$ cat config.mk
export PLATFORM = sky130hd
export DESIGN_NAME = spi_cfg_rom_flat
export DESIGN_NICKNAME = d
export VERILOG_FILES = /design/src/rtl/spi_cfg_rom_pkg.sv /design/src/rtl/spi_cfg_rom_if.sv /design/src/rtl/spi_cfg_rom.sv /design/src/flat_wrapper.sv
export SDC_FILE = /design/constraint.sdc
export NUM_CORES = 1
export LEC_CHECK = 0
export CORE_ASPECT_RATIO = 1.25
export CORE_UTILIZATION = 40
export CTS_CLUSTER_DIAMETER = 100
export DETAILED_ROUTE_END_ITERATION = 8
export DONT_BUFFER_PORTS = 1
export PLACE_DENSITY = 0.56
export REMOVE_ABC_BUFFERS = 1
export SYNTH_ARGS = -nofsm -noshare
export SYNTH_HDL_FRONTEND = slang
export SYNTH_SLANG_ARGS = --single-unit
$ cat constraint.sdc
create_clock -name clka -period 0.9 [get_ports clka]
set_input_delay 0.18 -clock clka [delete_from_list [all_inputs] [get_ports clka]]
set_output_delay 0.18 -clock clka [all_outputs]
set_load 0.005 [all_outputs]
$ cat src/rtl/spi_cfg_rom_pkg.sv
// Shared constants and the AD9517 configuration table for spi_cfg_rom and its sequencer.
// Each table word is one complete SPI write frame {R/W, W1, W0, A[12:0], D[7:0]}.
package spi_cfg_rom_pkg;

    localparam int ADDR_W  = 7;
    localparam int DATA_W  = 24;
    localparam int CFG_LEN = 64;
    localparam int TBL_AW  = $clog2(CFG_LEN);

    localparam logic [DATA_W-1:0] END_MARKER = 24'hFFFFFF;

    typedef struct packed {
        logic        rw;
        logic [1:0]  w;
        logic [12:0] addr;
        logic [7:0]  data;
    } spi_word_t;

    // Single-byte write: R/W=0, W1W0=00.
    function automatic spi_word_t mk_wr(input logic [12:0] addr, input logic [7:0] data);
        return {3'b000, addr, data};
    endfunction

    localparam spi_word_t CFG_TABLE [0:CFG_LEN-1] = '{
        mk_wr(13'h000, 8'h3C),
        mk_wr(13'h000, 8'h18),
        mk_wr(13'h010, 8'h7C),
        mk_wr(13'h011, 8'h0A),
        mk_wr(13'h012, 8'h00),
        mk_wr(13'h013, 8'h04),
        mk_wr(13'h014, 8'h12),
        mk_wr(13'h015, 8'h00),
        mk_wr(13'h016, 8'h05),
        mk_wr(13'h017, 8'h00),
        mk_wr(13'h018, 8'h06),
        mk_wr(13'h019, 8'h00),
        mk_wr(13'h01A, 8'h00),
        mk_wr(13'h01B, 8'h00),
        mk_wr(13'h01C, 8'h02),
        mk_wr(13'h01D, 8'h00),
        mk_wr(13'h01E, 8'h00),
        // Fine delay adjust on the LVDS/CMOS outputs.
        mk_wr(13'h0A0, 8'h01),
        mk_wr(13'h0A1, 8'h00),
        mk_wr(13'h0A2, 8'h00),
        mk_wr(13'h0A3, 8'h01),
        mk_wr(13'h0A4, 8'h00),
        mk_wr(13'h0A5, 8'h00),
        mk_wr(13'h0A6, 8'h01),
        mk_wr(13'h0A7, 8'h00),
        mk_wr(13'h0A8, 8'h00),
        mk_wr(13'h0A9, 8'h01),
        mk_wr(13'h0AA, 8'h00),
        mk_wr(13'h0AB, 8'h00),
        mk_wr(13'h0F0, 8'h08),
        mk_wr(13'h0F1, 8'h08),
        mk_wr(13'h0F2, 8'h08),
        mk_wr(13'h0F3, 8'h08),
        mk_wr(13'h0F4, 8'h0A),
        mk_wr(13'h0F5, 8'h0A),
        mk_wr(13'h140, 8'h42),
        mk_wr(13'h141, 8'h42),
        mk_wr(13'h142, 8'h43),
        mk_wr(13'h143, 8'h43),
        // Channel divider ratios and phase offsets.
        mk_wr(13'h190, 8'h00),
        mk_wr(13'h191, 8'h80),
        mk_wr(13'h192, 8'h00),
        mk_wr(13'h193, 8'hBB),
        mk_wr(13'h194, 8'h00),
        mk_wr(13'h195, 8'h00),
        mk_wr(13'h196, 8'h00),
        mk_wr(13'h197, 8'h00),
        mk_wr(13'h198, 8'h00),
        mk_wr(13'h199, 8'h22),
        mk_wr(13'h19A, 8'h00),
        mk_wr(13'h19B, 8'h11),
        mk_wr(13'h19C, 8'h00),
        mk_wr(13'h19D, 8'h00),
        mk_wr(13'h19E, 8'h22),
        mk_wr(13'h19F, 8'h00),
        mk_wr(13'h1A0, 8'h11),
        mk_wr(13'h1A1, 8'h00),
        mk_wr(13'h1A2, 8'h00),
        mk_wr(13'h1A3, 8'h00),
        mk_wr(13'h1E0, 8'h02),
        mk_wr(13'h1E1, 8'h02),
        mk_wr(13'h230, 8'h00),
        mk_wr(13'h231, 8'h00),
        mk_wr(13'h232, 8'h01)
    };

endpackage

$ cat src/rtl/spi_cfg_rom_if.sv
// Read port of the configuration ROM: the sequencer (master) drives ena/addra, the ROM returns douta.
interface spi_cfg_rom_if;
    import spi_cfg_rom_pkg::*;

    logic              ena;
    logic [ADDR_W-1:0] addra;
    logic [DATA_W-1:0] douta;

    modport master (output ena, output addra, input douta);
    modport slave  (input ena, input addra, output douta);

endinterface

$ cat src/rtl/spi_cfg_rom.sv
// Clock-enabled single-port ROM holding the AD9517 SPI configuration sequence.
// Define SPI_CFG_ROM_OUTREG_EN to add a second output register (2-cycle read latency).
module spi_cfg_rom
    import spi_cfg_rom_pkg::*;
(
    input  logic          clka,
    input  logic          rsta_n,
    spi_cfg_rom_if.slave  rom
);

    logic [DATA_W-1:0] rom_word;
    logic [DATA_W-1:0] dout_d;
    logic [DATA_W-1:0] dout_q;

    // Slots past the populated table read as the end marker so the sequencer knows to stop.
    always_comb begin
        rom_word = END_MARKER;
        if (int'(rom.addra) < CFG_LEN) begin
            rom_word = CFG_TABLE[rom.addra[TBL_AW-1:0]];
        end
    end

    always_comb begin
        dout_d = dout_q;
        if (rom.ena) begin
            dout_d = rom_word;
        end
    end

    always_ff @(posedge clka or negedge rsta_n) begin
        if (!rsta_n) begin
            dout_q <= '0;
        end else begin
            dout_q <= dout_d;
        end
    end

`ifdef SPI_CFG_ROM_OUTREG_EN
    logic [DATA_W-1:0] dout2_d;
    logic [DATA_W-1:0] dout2_q;

    always_comb begin
        dout2_d = dout2_q;
        if (rom.ena) begin
            dout2_d = dout_q;
        end
    end

    always_ff @(posedge clka or negedge rsta_n) begin
        if (!rsta_n) begin
            dout2_q <= '0;
        end else begin
            dout2_q <= dout2_d;
        end
    end

    assign rom.douta = dout2_q;
`else
    assign rom.douta = dout_q;
`endif

endmodule

$ cat src/flat_wrapper.sv
// flat-port wrapper written by rule: the top's interface ports become plain ports
module spi_cfg_rom_flat import spi_cfg_rom_pkg::*;
  (clka, rsta_n, rom_ena, rom_addra, rom_douta);
  spi_cfg_rom_if rom_i ();
  input  logic clka;
  input  logic rsta_n;
  input wire logic [$bits(rom_i.ena)-1:0] rom_ena;
  input wire logic [$bits(rom_i.addra)-1:0] rom_addra;
  output wire logic [$bits(rom_i.douta)-1:0] rom_douta;
  assign rom_i.ena = rom_ena;
  assign rom_i.addra = rom_addra;
  assign rom_douta = rom_i.douta;
  spi_cfg_rom u_core (.clka(clka), .rsta_n(rsta_n), .rom(rom_i));
endmodule
==> run_results.csv, run 1 <==
group,metric,value,unit
critical_path,cp.required,1.10,ns
critical_path,critPathMaxStageDelay,0.49,ns
die,pin_count,34,
timing,finalCritPeriodShare,1.26,
layout,diodes,0,
die,row_count,25,
placement,io_buffer_count,0,
global_route,grt_overflow,0,
drt,drtIter0Drc,75,
die,core,3780,um^2
clocking,cts.hold.buffers_added,1,
layout,fin_nets,239,
placement,gp_congestion,0.877,
logic_synthesis,ys.warnings.count,0,
die,die_y,72.3,um
critical_path,worst_setup_path_end_kind,"register",
critical_path,critPathKind,"in2reg",
logic_synthesis,syn_area,1580,um^2
global_route,grt_first_pass_wirelength,7550,um
run_status,status,"complete, but fails checks",
clocking,cts_tree,"yes",
drt,ant_nets,0,
timing,setup_viol,22,
critical_path,critPathMaxFanout,9,
placement,dp.cells,262,
global_route,grtUsageTotal,0.231,
logic_synthesis,synth_enable_flop_cells,0,
global_route,antenna_found_initial,0,
drt,vias,1524,
critical_path,crit_chain,"clkinvlp_4 > ha_2 > inv_1 > or4_1 > o311ai_2 > o32a_1",
die,die_w,58.2,um
critical_path,cpMaxStageDelayCell,"or4_1",
placement,dpl.hpwl,3010,um
logic_synthesis,yosys_register_bits,19,
timing,final.setup.tns,-2.06,ns
pwr,powerDensity,1090,nW/um^2
logic_synthesis,synth_area_per_cell,8.15,um^2
flow_run,drv_cap,0,
timing,whs,-0.396,ns
worst_hold_path,holdCritPathClass,"in2async",
timing,finClkSkew,0,ns
die,start_util,0.418,
layout,final_cells,270,
timing,relSlewSlack,0.740,
placement,post-place-ws,-0.568,ns
logic_synthesis,dominantRegCellSynth,"dfrtp_1",
critical_path,worst_setup_path_start_kind,"primary input",
clocking,cts.clk_slew.worst_paths,0.08,ns
layout,largest_reg_flops,19,
drt,wl_per_cell,17.0,um
global_route,grt_max_degree,35,
logic_synthesis,synthArstFlopShare,1.00,
drt,drc,0,
layout,final_util,0.547,
drt,wl,4580,um
timing,max_freq,882,MHz
critical_path,cp.arrival,1.34,ns
die,dieArea,4210,um^2
critical_path,r2r-end,"u_core.rom.douta[10]",
clocking,cts_made_buffers,3,
timing,finalHoldViolations,19,
pwr,peakVddDrop,512,uV
critical_path,path_buf_inv,2,
layout,drive_above_1_share,0.319,
drt,drt_first_pass_iters,4,
timing,rsz0062_at_grt,"true",
clocking,cts.sinks,19,
clocking,clk_latency,0.26,ns
clocking,h-tree-depth,1,
clocking,cts_root_buffer,"clkbuf_8",
global_route,grt_pass1_vias,1537,
drt,viasPerCell,5.64,
critical_path,regToRegSetupSlack,0,ns
pwr,total_power,2260,uW
timing,worstMarginPinSlew,0.389,ns
logic_synthesis,ys_types,47,
timing,fin_crit,1.13,ns
critical_path,critical-path-top-delay-family,"simple AND/OR/NAND/NOR gates",
timing,report.final.slew_viol_count,0,
timing,worst_slack,-0.234,ns
run_status,violations,"negative hold slack, negative setup slack",
clocking,cts.path.max_buffers,2,
logic_synthesis,postSynthCellCount,194,
layout,syn2layout_area_growth,31.1,%
pwr,power.leakage,0.000817,uW
critical_path,r2r_cells,3,
logic_synthesis,synth-seq-area-share,0.301,
critical_path,r2r_start,"u_core.rom.douta[10]",
logic make-up after synthesis:
| family | after synthesis | synth area share |
|---|---|---|
| multiplexers | 4 | 0.0253 |
| buffers and inverters | 34 | 0.107 |
| AO/OA/AOI/OAI | 67 | 0.278 |
| flip-flops | 19 | 0.301 |
| AND/OR/NAND/NOR | 58 | 0.194 |
| adder cells (fa/ha/maj) | 12 | 0.0950 |
worst reg2reg max path: stages (launching register included):
cell and delay, ns:
dfrtp_1 0.39, buf_4 0.14, o21ai_0 0.14, o22ai_1 0.11
placed cells by master, fill, tap and decap left out, types with 2 or more instances in the layout:
cell      synthesis  layout
a211oi_2          0       2
a21oi_1          15      15
a31oi_1           6       6
and2_4            0       2
buf_4             5      28
buf_6             1      10
clkbuf_8          0       3
dfrtp_1          19      19
ha_1             12       8
ha_2              0       2
ha_4              0       2
inv_1            12       9
mux2i_1           4       4
nand2_1           9       8
nand2b_1          6       6
nand3_1           4       4
nand3b_1          4       4
nor2_1           14      14
nor2b_1           3       3
nor3_1            4       2
nor3_2            0       2
nor4_1            3       2
o211ai_1          2       2
o21ai_0          16      10
o21ai_1           1       7
o221ai_2          0       3
o22a_1            3       3
o22ai_1           3       3
o311ai_1          2       2
or4_1             2       2
how the worst max path moves through the flow:
stage / start / end / slack [ns] / depth (start not counted)
after floorplan: rom_addra[0] / u_core.rom.douta[1] / -0.53 / 6
after global placement: rom_addra[0] / u_core.rom.douta[0] / -0.51 / 7
after detailed placement: rom_addra[0] / u_core.rom.douta[1] / -0.57 / 6
after CTS: rom_addra[0] / u_core.rom.douta[0] / -0.22 / 7
after global routing: rom_addra[0] / u_core.rom.douta[9] / -0.27 / 7
final: rom_addra[0] / u_core.rom.douta[1] / -0.23 / 6
layout make-up:
cell class | instances | area (um^2)
inverter | 13 | 55.1
tap | 54 | 67.6
sequential | 19 | 475
multi-input combinational | 141 | 1090
clock inverter | 1 | 5.00
clock buffer | 3 | 41.3
fill | 355 | 1710
timing repair buffer | 39 | 333
where the power goes:
part | total, uW | leakage [uW] | internal (uW) | switching (uW)
Clock | 627 | 0.0000255 | 308 | 318
Sequential | 1010 | 0.000207 | 943 | 65.9
Combinational | 627 | 0.000584 | 343 | 285
metrics by stage:
stage / cell area (um^2) / hold WS, ns
global placement: 1790 / -0.115
detailed placement: 1790 / -0.115
global route: 2070 / -0.413
CTS: 2020 / -0.403
finish: 2070 / -0.396
floorplan: 1460 / -0.116
synthesized netlist by cell type, types with 2 or more instances:
cell type / n / area share
a211oi_1: 2 / 0.0095
a21boi_0: 2 / 0.0095
a21oi_1: 15 / 0.048
a31oi_1: 6 / 0.024
and2_1: 3 / 0.012
buf_2: 11 / 0.035
buf_4: 5 / 0.024
clkbuf_1: 3 / 0.0071
dfrtp_1: 19 / 0.30
ha_1: 12 / 0.095
inv_1: 12 / 0.029
mux2i_1: 4 / 0.025
nand2_1: 9 / 0.021
nand2b_1: 6 / 0.024
nand3_1: 4 / 0.013
nand3b_1: 4 / 0.019
nor2_1: 14 / 0.033
nor2b_1: 3 / 0.012
nor3_1: 4 / 0.013
nor4_1: 3 / 0.012
o211ai_1: 2 / 0.0095
o21ai_0: 16 / 0.051
o221ai_1: 3 / 0.017
o22a_1: 3 / 0.017
o22ai_1: 3 / 0.012
o311ai_0: 2 / 0.011
o311ai_1: 2 / 0.011
o32ai_1: 2 / 0.011
or4_1: 2 / 0.0095
layer usage:
layer | track usage | vias to the layer above | part of all wire
li1 | - | 746 | -
met1 | 0.310 | 735 | 0.46
met2 | 0.381 | 39 | 0.49
met3 | 0.0339 | 4 | 0.042
met4 | 0.0741 | 0 | 0.0074
met5 | 0 | - | 0
timing repair:
item | CTS | global route
buffers inserted | 2 | 1
pin swaps | 10 | 8
resized for setup | 36 | 14
endpoints found under the setup margin | 23 | 24
cloned | 0 | 0
hold endpoints to repair | 21 | 19
No activity file was read; power rests on OpenSTA's default activity.
==> run 2, diff against run 1 <==
--- a/config.mk
+++ b/config.mk
@@ -5,12 +5,13 @@
 export SDC_FILE = /design/constraint.sdc
 export NUM_CORES = 1
 export LEC_CHECK = 0
+export CELL_PAD_IN_SITES_DETAIL_PLACEMENT = 0
+export CELL_PAD_IN_SITES_GLOBAL_PLACEMENT = 1
 export CORE_ASPECT_RATIO = 1.25
-export CORE_UTILIZATION = 40
+export CORE_UTILIZATION = 37
 export CTS_CLUSTER_DIAMETER = 100
 export DETAILED_ROUTE_END_ITERATION = 8
-export DONT_BUFFER_PORTS = 1
-export PLACE_DENSITY = 0.56
+export PLACE_DENSITY = 0.81
 export REMOVE_ABC_BUFFERS = 1
 export SYNTH_ARGS = -nofsm -noshare
 export SYNTH_HDL_FRONTEND = slang
==> run 2 against run 1 <==
  * The run ends with negative setup slack left
  * Combinational power up 130%
  * First-iteration DRC count up 130%
  * Non-clock buffer count up 84
  * Critical path depth up 1
  * Core utilization up 21 points
  * Global-route usage up 7.7 points
  * Worst setup slack worse by 0.10 ns
  * Highest routed layer unchanged
==> run_results.csv, run 2 (same netlist as run 1, synthesis figures left out) <==
group,metric,value,unit
global_route,antenna_found_initial,0,
layout,largest_reg_flops,19,
critical_path,worst_setup_path_start_kind,"primary input",
pwr,p_int,2020,uW
flow_run,drv_cap,0,
drt,wl_per_cell,21.0,um
drt,wl,7480,um
drt,vias,2160,
layout,fillers,278,
layout,regArea,477,um^2
layout,final_util,0.755,
timing,report.final.slew_viol_count,0,
layout,drive_above_1_share,0.597,
pwr,power_frac_comb,0.466,
global_route,grtUsageTotal,0.309,
critical_path,critPathMaxFanout,4,
global_route,grt_first_pass_wirelength,10200,um
layout,diodes,0,
pwr,swShare,0.349,
drt,ant_nets,0,
die,die_w,60.5,um
critical_path,r2r-end,"u_core.rom.douta[22]",
timing,worstMarginPinSlew,0.352,ns
critical_path,r2r_start,"u_core.rom.douta[22]",
drt,drt_first_pass_iters,4,
timing,worst_slack,-0.339,ns
layout,fin_nets,323,
timing,setup_viol,42,
run_status,violations,"negative setup slack",
timing,finalCritPeriodShare,1.38,
timing,max_freq,807,MHz
critical_path,critPathKind,"in2reg",
critical_path,regToRegSetupSlack,-0.02,ns
critical_path,cp.required,1.05,ns
timing,relSlewSlack,0.762,
layout,final_cell_mix,"buf_4 (61), buf_6 (26), buf_2 (21)",
pwr,powerDensity,1000,nW/um^2
pwr,p_clk_frac,0.214,
placement,dp.cells,325,
timing,finClkSkew,0,ns
clocking,cts.sinks,19,
critical_path,r2r_cells,4,
clocking,cts_root_buffer,"clkbuf_8",
die,start_util,0.386,
layout,multi_input_area,1310,um^2
pwr,power.leakage,0.00133,uW
clocking,cts_made_buffers,3,
global_route,grt_overflow,0,
critical_path,worst_setup_path_end_kind,"register",
pwr,sequentialPowerShare,0.320,
drt,drtIter0Drc,170,
die,core,4100,um^2
timing,whs,0.268,ns
timing,fin_crit,1.24,ns
die,die_y,75.1,um
placement,dpl.hpwl,3550,um
placement,io_buffer_count,33,
clocking,cts_tree,"yes",
pwr,total_power,3100,uW
pwr,p_switching,1080,uW
pwr,peakVddDrop,615,uV
clocking,clk_latency,0.26,ns
placement,gp_congestion,0.911,
layout,syn2layout_area_growth,95.9,%
die,pin_count,34,
timing,finalHoldViolations,0,
clocking,h-tree-depth,1,
critical_path,cp.arrival,1.39,ns
timing,rsz0062_at_grt,"true",
die,dieArea,4540,um^2
drt,viasPerCell,6.07,
layout,final_common_cell,"buf_4",
layout,final_cells,356,
worst_hold_path,holdCritPathClass,"in2async",
run_status,status,"complete, but fails checks",
clocking,cts.clk_slew.worst_paths,0.09,ns
die,row_count,26,
drt,drc,0,
clocking,cts.path.max_buffers,2,
critical_path,crit_start,"rom_addra[0]",
global_route,grt_max_degree,20,
global_route,grt_pass1_vias,2011,
run 2: cell count changes in the layout (fill, tap and decap cells not counted), moves of 4 or more:
cell / delta
buf_8: +4
buf_4: +33
buf_12: +6
ha_4: +5
o21ai_0: -5
buf_6: +16
buf_2: +21
run 2: cell type report:
class | instances | area share
Multi-Input combinational cell | 141 | 0.424
Timing Repair Buffer | 123 | 0.365
Sequential cell | 19 | 0.154
Tap cell | 56 | 0.0226
Inverter | 13 | 0.0186
Clock buffer | 3 | 0.0133
Clock inverter | 1 | 0.00243
run 2: how the worst max path moves through the flow:
stage / slack, ns / end
after detailed placement: -1.09 / u_core.rom.douta[1]
after floorplan: -0.53 / u_core.rom.douta[1]
after CTS: -0.25 / u_core.rom.douta[1]
after global routing: -0.34 / u_core.rom.douta[0]
after global placement: -1.06 / u_core.rom.douta[1]
final: -0.34 / u_core.rom.douta[1]
run 2: metrics by stage:
stage               worst slack [ns]  setup TNS [ns]  area [um^2]
finish                        -0.339           -5.33         3100
global route                  -0.335           -6.54         3100
CTS                           -0.246           -4.33         2940
detailed placement             -1.09          -20.46         2380
global placement               -1.06          -19.99         2380
floorplan                     -0.534           -4.00         1460
run 2: routing by layer:
layer / global-route usage / routed length [um] / share of wire
met1: 0.362 / 2560 / 0.34
met2: 0.518 / 3830 / 0.51
met3: 0.0533 / 674 / 0.090
met4: 0.187 / 414 / 0.055
met5: 0 / 0 / 0
run 2: power groups by stage:
stage | Sequential [uW] | Combinational (uW) | Clock, uW
2_1_floorplan | 1020 | 288 | 0
3_3_place_gp | 1010 | 1010 | 0
3_5_place_dp | 1010 | 1010 | 0
4_1_cts | 989 | 1260 | 658
5_1_grt | 1000 | 1510 | 699
6_report | 993 | 1450 | 664
run 2: worst max-delay path, cell delays in order:
cell,delay [ns]
buf_8,0.09
buf_6,0.12
ha_4,0.14
and2_4,0.17
nand3b_1,0.22
o21ai_1,0.11
o32a_1,0.35
run 2: repair_timing:
| item | in CTS | in global routing |
|---|---|---|
| endpoints found under the setup margin | 42 | 43 |
| setup buffers | 19 | 10 |
| cloned | 2 | 0 |
| pin swaps | 35 | 24 |
| hold buffers | 0 | 0 |
| gates resized for setup | 227 | 25 |
==> run 3, diff against run 2 <==
--- a/config.mk
+++ b/config.mk
@@ -5,13 +5,14 @@
 export SDC_FILE = /design/constraint.sdc
 export NUM_CORES = 1
 export LEC_CHECK = 0
+export ABC_AREA = 1
 export CELL_PAD_IN_SITES_DETAIL_PLACEMENT = 0
 export CELL_PAD_IN_SITES_GLOBAL_PLACEMENT = 1
 export CORE_ASPECT_RATIO = 1.25
-export CORE_UTILIZATION = 37
+export CORE_UTILIZATION = 35
 export CTS_CLUSTER_DIAMETER = 100
 export DETAILED_ROUTE_END_ITERATION = 8
-export PLACE_DENSITY = 0.81
+export PLACE_DENSITY = 0.89
 export REMOVE_ABC_BUFFERS = 1
 export SYNTH_ARGS = -nofsm -noshare
 export SYNTH_HDL_FRONTEND = slang
==> constraint.sdc (replaced) <==
create_clock -name clka -period 1.4 [get_ports clka]
set_input_delay 0.28 -clock clka [delete_from_list [all_inputs] [get_ports clka]]
set_output_delay 0.28 -clock clka [all_outputs]
set_load 0.005 [all_outputs]
==> run 3 against run 2 <==
  * Largest cell class unchanged
  * Register-to-register slack better by 0.53 ns
  * Sequential share of layout area increased by 3.3 points
  * Clock skew is the same
  * The run now ends clean
  * Global-route usage is 11 points lower
  * Synthesized area increased by 2.0%
  * Via count decreased by 11%
  * Combinational power decreased by 55%
  * Count of clock-buffer cells in the layout is the same
  * Highest routed layer unchanged
  * Final area fell by 18%
  * Wire length is 35% lower
  * Sequential cell count is the same
==> run_results.csv, run 3 <==
group,metric,value,unit
global_route,grt_pass1_vias,1695,
pwr,sequentialPowerShare,0.379,
layout,fillers,405,
clocking,cts_tree,"yes",
pwr,p_switching,527,uW
die,core,4430,um^2
logic_synthesis,synth_area_per_cell,6.37,um^2
layout,drive_above_1_share,0.268,
logic_synthesis,synth_enable_flop_cells,0,
pwr,power_frac_comb,0.388,
critical_path,cp_num_cells,9,
pwr,total_power,1670,uW
drt,drt_first_pass_iters,4,
layout,final_cell_mix,"nand2_1 (70), buf_4 (52), nor2_1 (42)",
timing,relSlewSlack,0.791,
global_route,grtUsageMet2,0.333,
layout,syn2layout_area_growth,58.0,%
critical_path,path_buf_inv,2,
layout,final_util,0.575,
critical_path,critical-path-top-delay-family,"simple AND/OR/NAND/NOR gates",
worst_hold_path,holdCritPathClass,"in2async",
clocking,cts.hold.buffers_added,0,
logic_synthesis,yosysTopAreaCell,"dfrtp_1",
die,start_util,0.364,
logic_synthesis,yosys_register_bits,19,
global_route,busiest_layer,"met2",
timing,max_freq,759,MHz
clocking,clk_latency,0.26,ns
clocking,cts.sinks,19,
drt,drc,0,
timing,final.setup.tns,0,ns
clocking,cts_made_buffers,3,
critical_path,r2r_cells,4,
die,dieArea,4880,um^2
timing,report.final.slew_viol_count,0,
global_route,grtUsageTotal,0.199,
drt,wl,4850,um
logic_synthesis,ys.warnings.count,0,
placement,io_buffer_count,33,
run_status,status,"finished, final reports clean",
critical_path,cpMaxStageDelayCell,"clkdlybuf4s15_1",
die,die_w,62.7,um
drt,drtIter0Drc,108,
logic_synthesis,synth_top_area_frac,0.295,
die,row_count,27,
global_route,grtUsageMet3,0.0162,
pwr,power.leakage,0.00140,uW
critical_path,critPathMaxFanout,4,
layout,largest_reg_flops,19,
drt,wl_per_cell,12.3,um
clocking,h-tree-depth,1,
critical_path,cp.required,1.56,ns
logic_synthesis,synthArstFlopShare,1.00,
critical_path,critPathMaxStageDelay,0.21,ns
global_route,antenna_found_initial,0,
timing,worstMarginPinSlew,0.313,ns
critical_path,worst_setup_path_end_kind,"register",
layout,diodes,0,
timing,setup_viol,0,
logic_synthesis,postSynthCellCount,253,
timing,rsz0062_at_grt,"false",
pwr,p_clk_frac,0.233,
global_route,grt_overflow,0,
logic_synthesis,synth.most_common_cell,"nand2_1",
clocking,cts.clk_slew.worst_paths,0.07,ns
drt,viasPerCell,4.86,
placement,dpl.hpwl,3480,um
global_route,grt_max_degree,20,
pwr,swShare,0.315,
critical_path,r2r-end,"u_core.rom.douta[12]",
layout,fin_nets,359,
critical_path,r2r_start,"u_core.rom.douta[12]",
timing,finalCritPeriodShare,0.941,
logic_synthesis,ys_types,26,
critical_path,crit_start,"rom_addra[0]",
die,die_y,77.9,um
timing,fin_crit,1.32,ns
placement,gp_congestion,0.921,
timing,finalHoldViolations,0,
drt,vias,1913,
critical_path,crit_end,"u_core.rom.douta[12]",
timing,finClkSkew,0,ns
pwr,p_int,1150,uW
critical_path,worst_path_most_repeated_cell,"nand2_1",
logic_synthesis,synth-seq-area-share,0.295,
critical_path,regToRegSetupSlack,0.51,ns
layout,final_common_cell,"nand2_1",
logic_synthesis,dominantRegCellSynth,"dfrtp_1",
logic_synthesis,yosys-top-cells-count,"nand2_1 (72), nor2_1 (45), nand3_1 (22)",
critical_path,crit_chain,"clkdlybuf4s15_1 > buf_4 > ha_2 > nand2_1 > nand3_1 > nand2_1 > nand3_1 > a21boi_1 > nand2_1",
global_route,grt_first_pass_wirelength,7770,um
critical_path,critPathKind,"in2reg",
drt,ant_nets,0,
pwr,powerDensity,657,nW/um^2
die,pin_count,34,
flow_run,drv_cap,0,
critical_path,worst_setup_path_start_kind,"primary input",
clocking,cts_root_buffer,"clkbuf_8",
critical_path,cp.arrival,1.47,ns
clocking,cts.path.max_buffers,2,
pwr,peakVddDrop,291,uV
logic_synthesis,syn_area,1610,um^2
logic_synthesis,ys_top_cells_by_area,"dfrtp_1 (30%), nand2_1 (17%), nor2_1 (10%)",
global_route,met1_usage,0.261,
==> run 3: logic make-up (layout without fill, tap and decap cells) <==
family                   count (synthesis)  after routing  share of synthesized area
AND/OR/NAND/NOR                        148            148                      0.377
adder cells (fa/ha/maj)                 12             12                     0.0932
buffers and inverters                   41            124                      0.123
AO/OA/AOI/OAI                           33             33                      0.111
flip-flops                              19             19                      0.295
==> run 3: timing repair <==
action,CTS,global route
pin swaps,0,2
resized for setup,20,40
buffers inserted,1,18
setup endpoints to repair,24,33
cloned,0,1
==> run 3: area by class of cell <==
cell class | count | area, um^2 | share of cell area
clock buffer | 3 | 41.3 | 0.0162
multi-input combinational | 193 | 995 | 0.391
sequential | 19 | 475 | 0.187
inverter | 27 | 106 | 0.0418
tap | 58 | 72.6 | 0.0285
timing repair buffer | 93 | 851 | 0.334
clock inverter | 1 | 5.00 | 0.00197
==> run 3: per-stage QoR <==
| stage | instances | hold WS [ns] | worst slack [ns] | area (um^2) |
|---|---|---|---|---|
| floorplan | 239 | -0.0156 | 0.0351 | 1510 |
| global placement | 371 | 0.480 | -0.455 | 2240 |
| detailed placement | 371 | 0.483 | -0.491 | 2240 |
| CTS | 376 | 0.348 | 0.00199 | 2310 |
| global route | 394 | 0.361 | 0.00656 | 2550 |
| finish | 394 | 0.342 | 0.0827 | 2550 |
==> run 3: worst min-delay path by stage <==
stage / startpoint / to / slack [ns] / cells past startpoint
2_1_floorplan: rsta_n / u_core.rom.douta[0] / -0.02 / 0
3_3_place_gp: u_core.rom.douta[13] / u_core.rom.douta[13] / 0.48 / 2
3_5_place_dp: u_core.rom.douta[15] / u_core.rom.douta[15] / 0.48 / 2
4_1_cts: rsta_n / u_core.rom.douta[11] / 0.35 / 2
5_1_grt: rsta_n / u_core.rom.douta[17] / 0.36 / 2
6_report: rsta_n / u_core.rom.douta[17] / 0.34 / 2
==> run 3: power by group through the flow <==
stage               clock [uW]  sequential, uW  combinational (uW)
finish                     390             635                 648
global route               428             642                 716
CTS                        399             638                 578
detailed placement           0             650                 577
global placement             0             647                 577
floorplan                    0             657                 213
==> run 3: worst reg2reg max path: stages, from the launching register on <==
cell and delay (ns):
dfrtp_1 0.38, buf_4 0.13, nand2_1 0.05, a21boi_1 0.16, nand2_1 0.06
==> run 3: per-layer routing <==
metal  wire length, um  share of wire  vias to the layer above
li1                  -              -                      968
met1              2140           0.44                      872
met2              2410           0.50                       62
met3               188          0.039                       11
met4               108          0.022                        0
met5                 0              0                        -
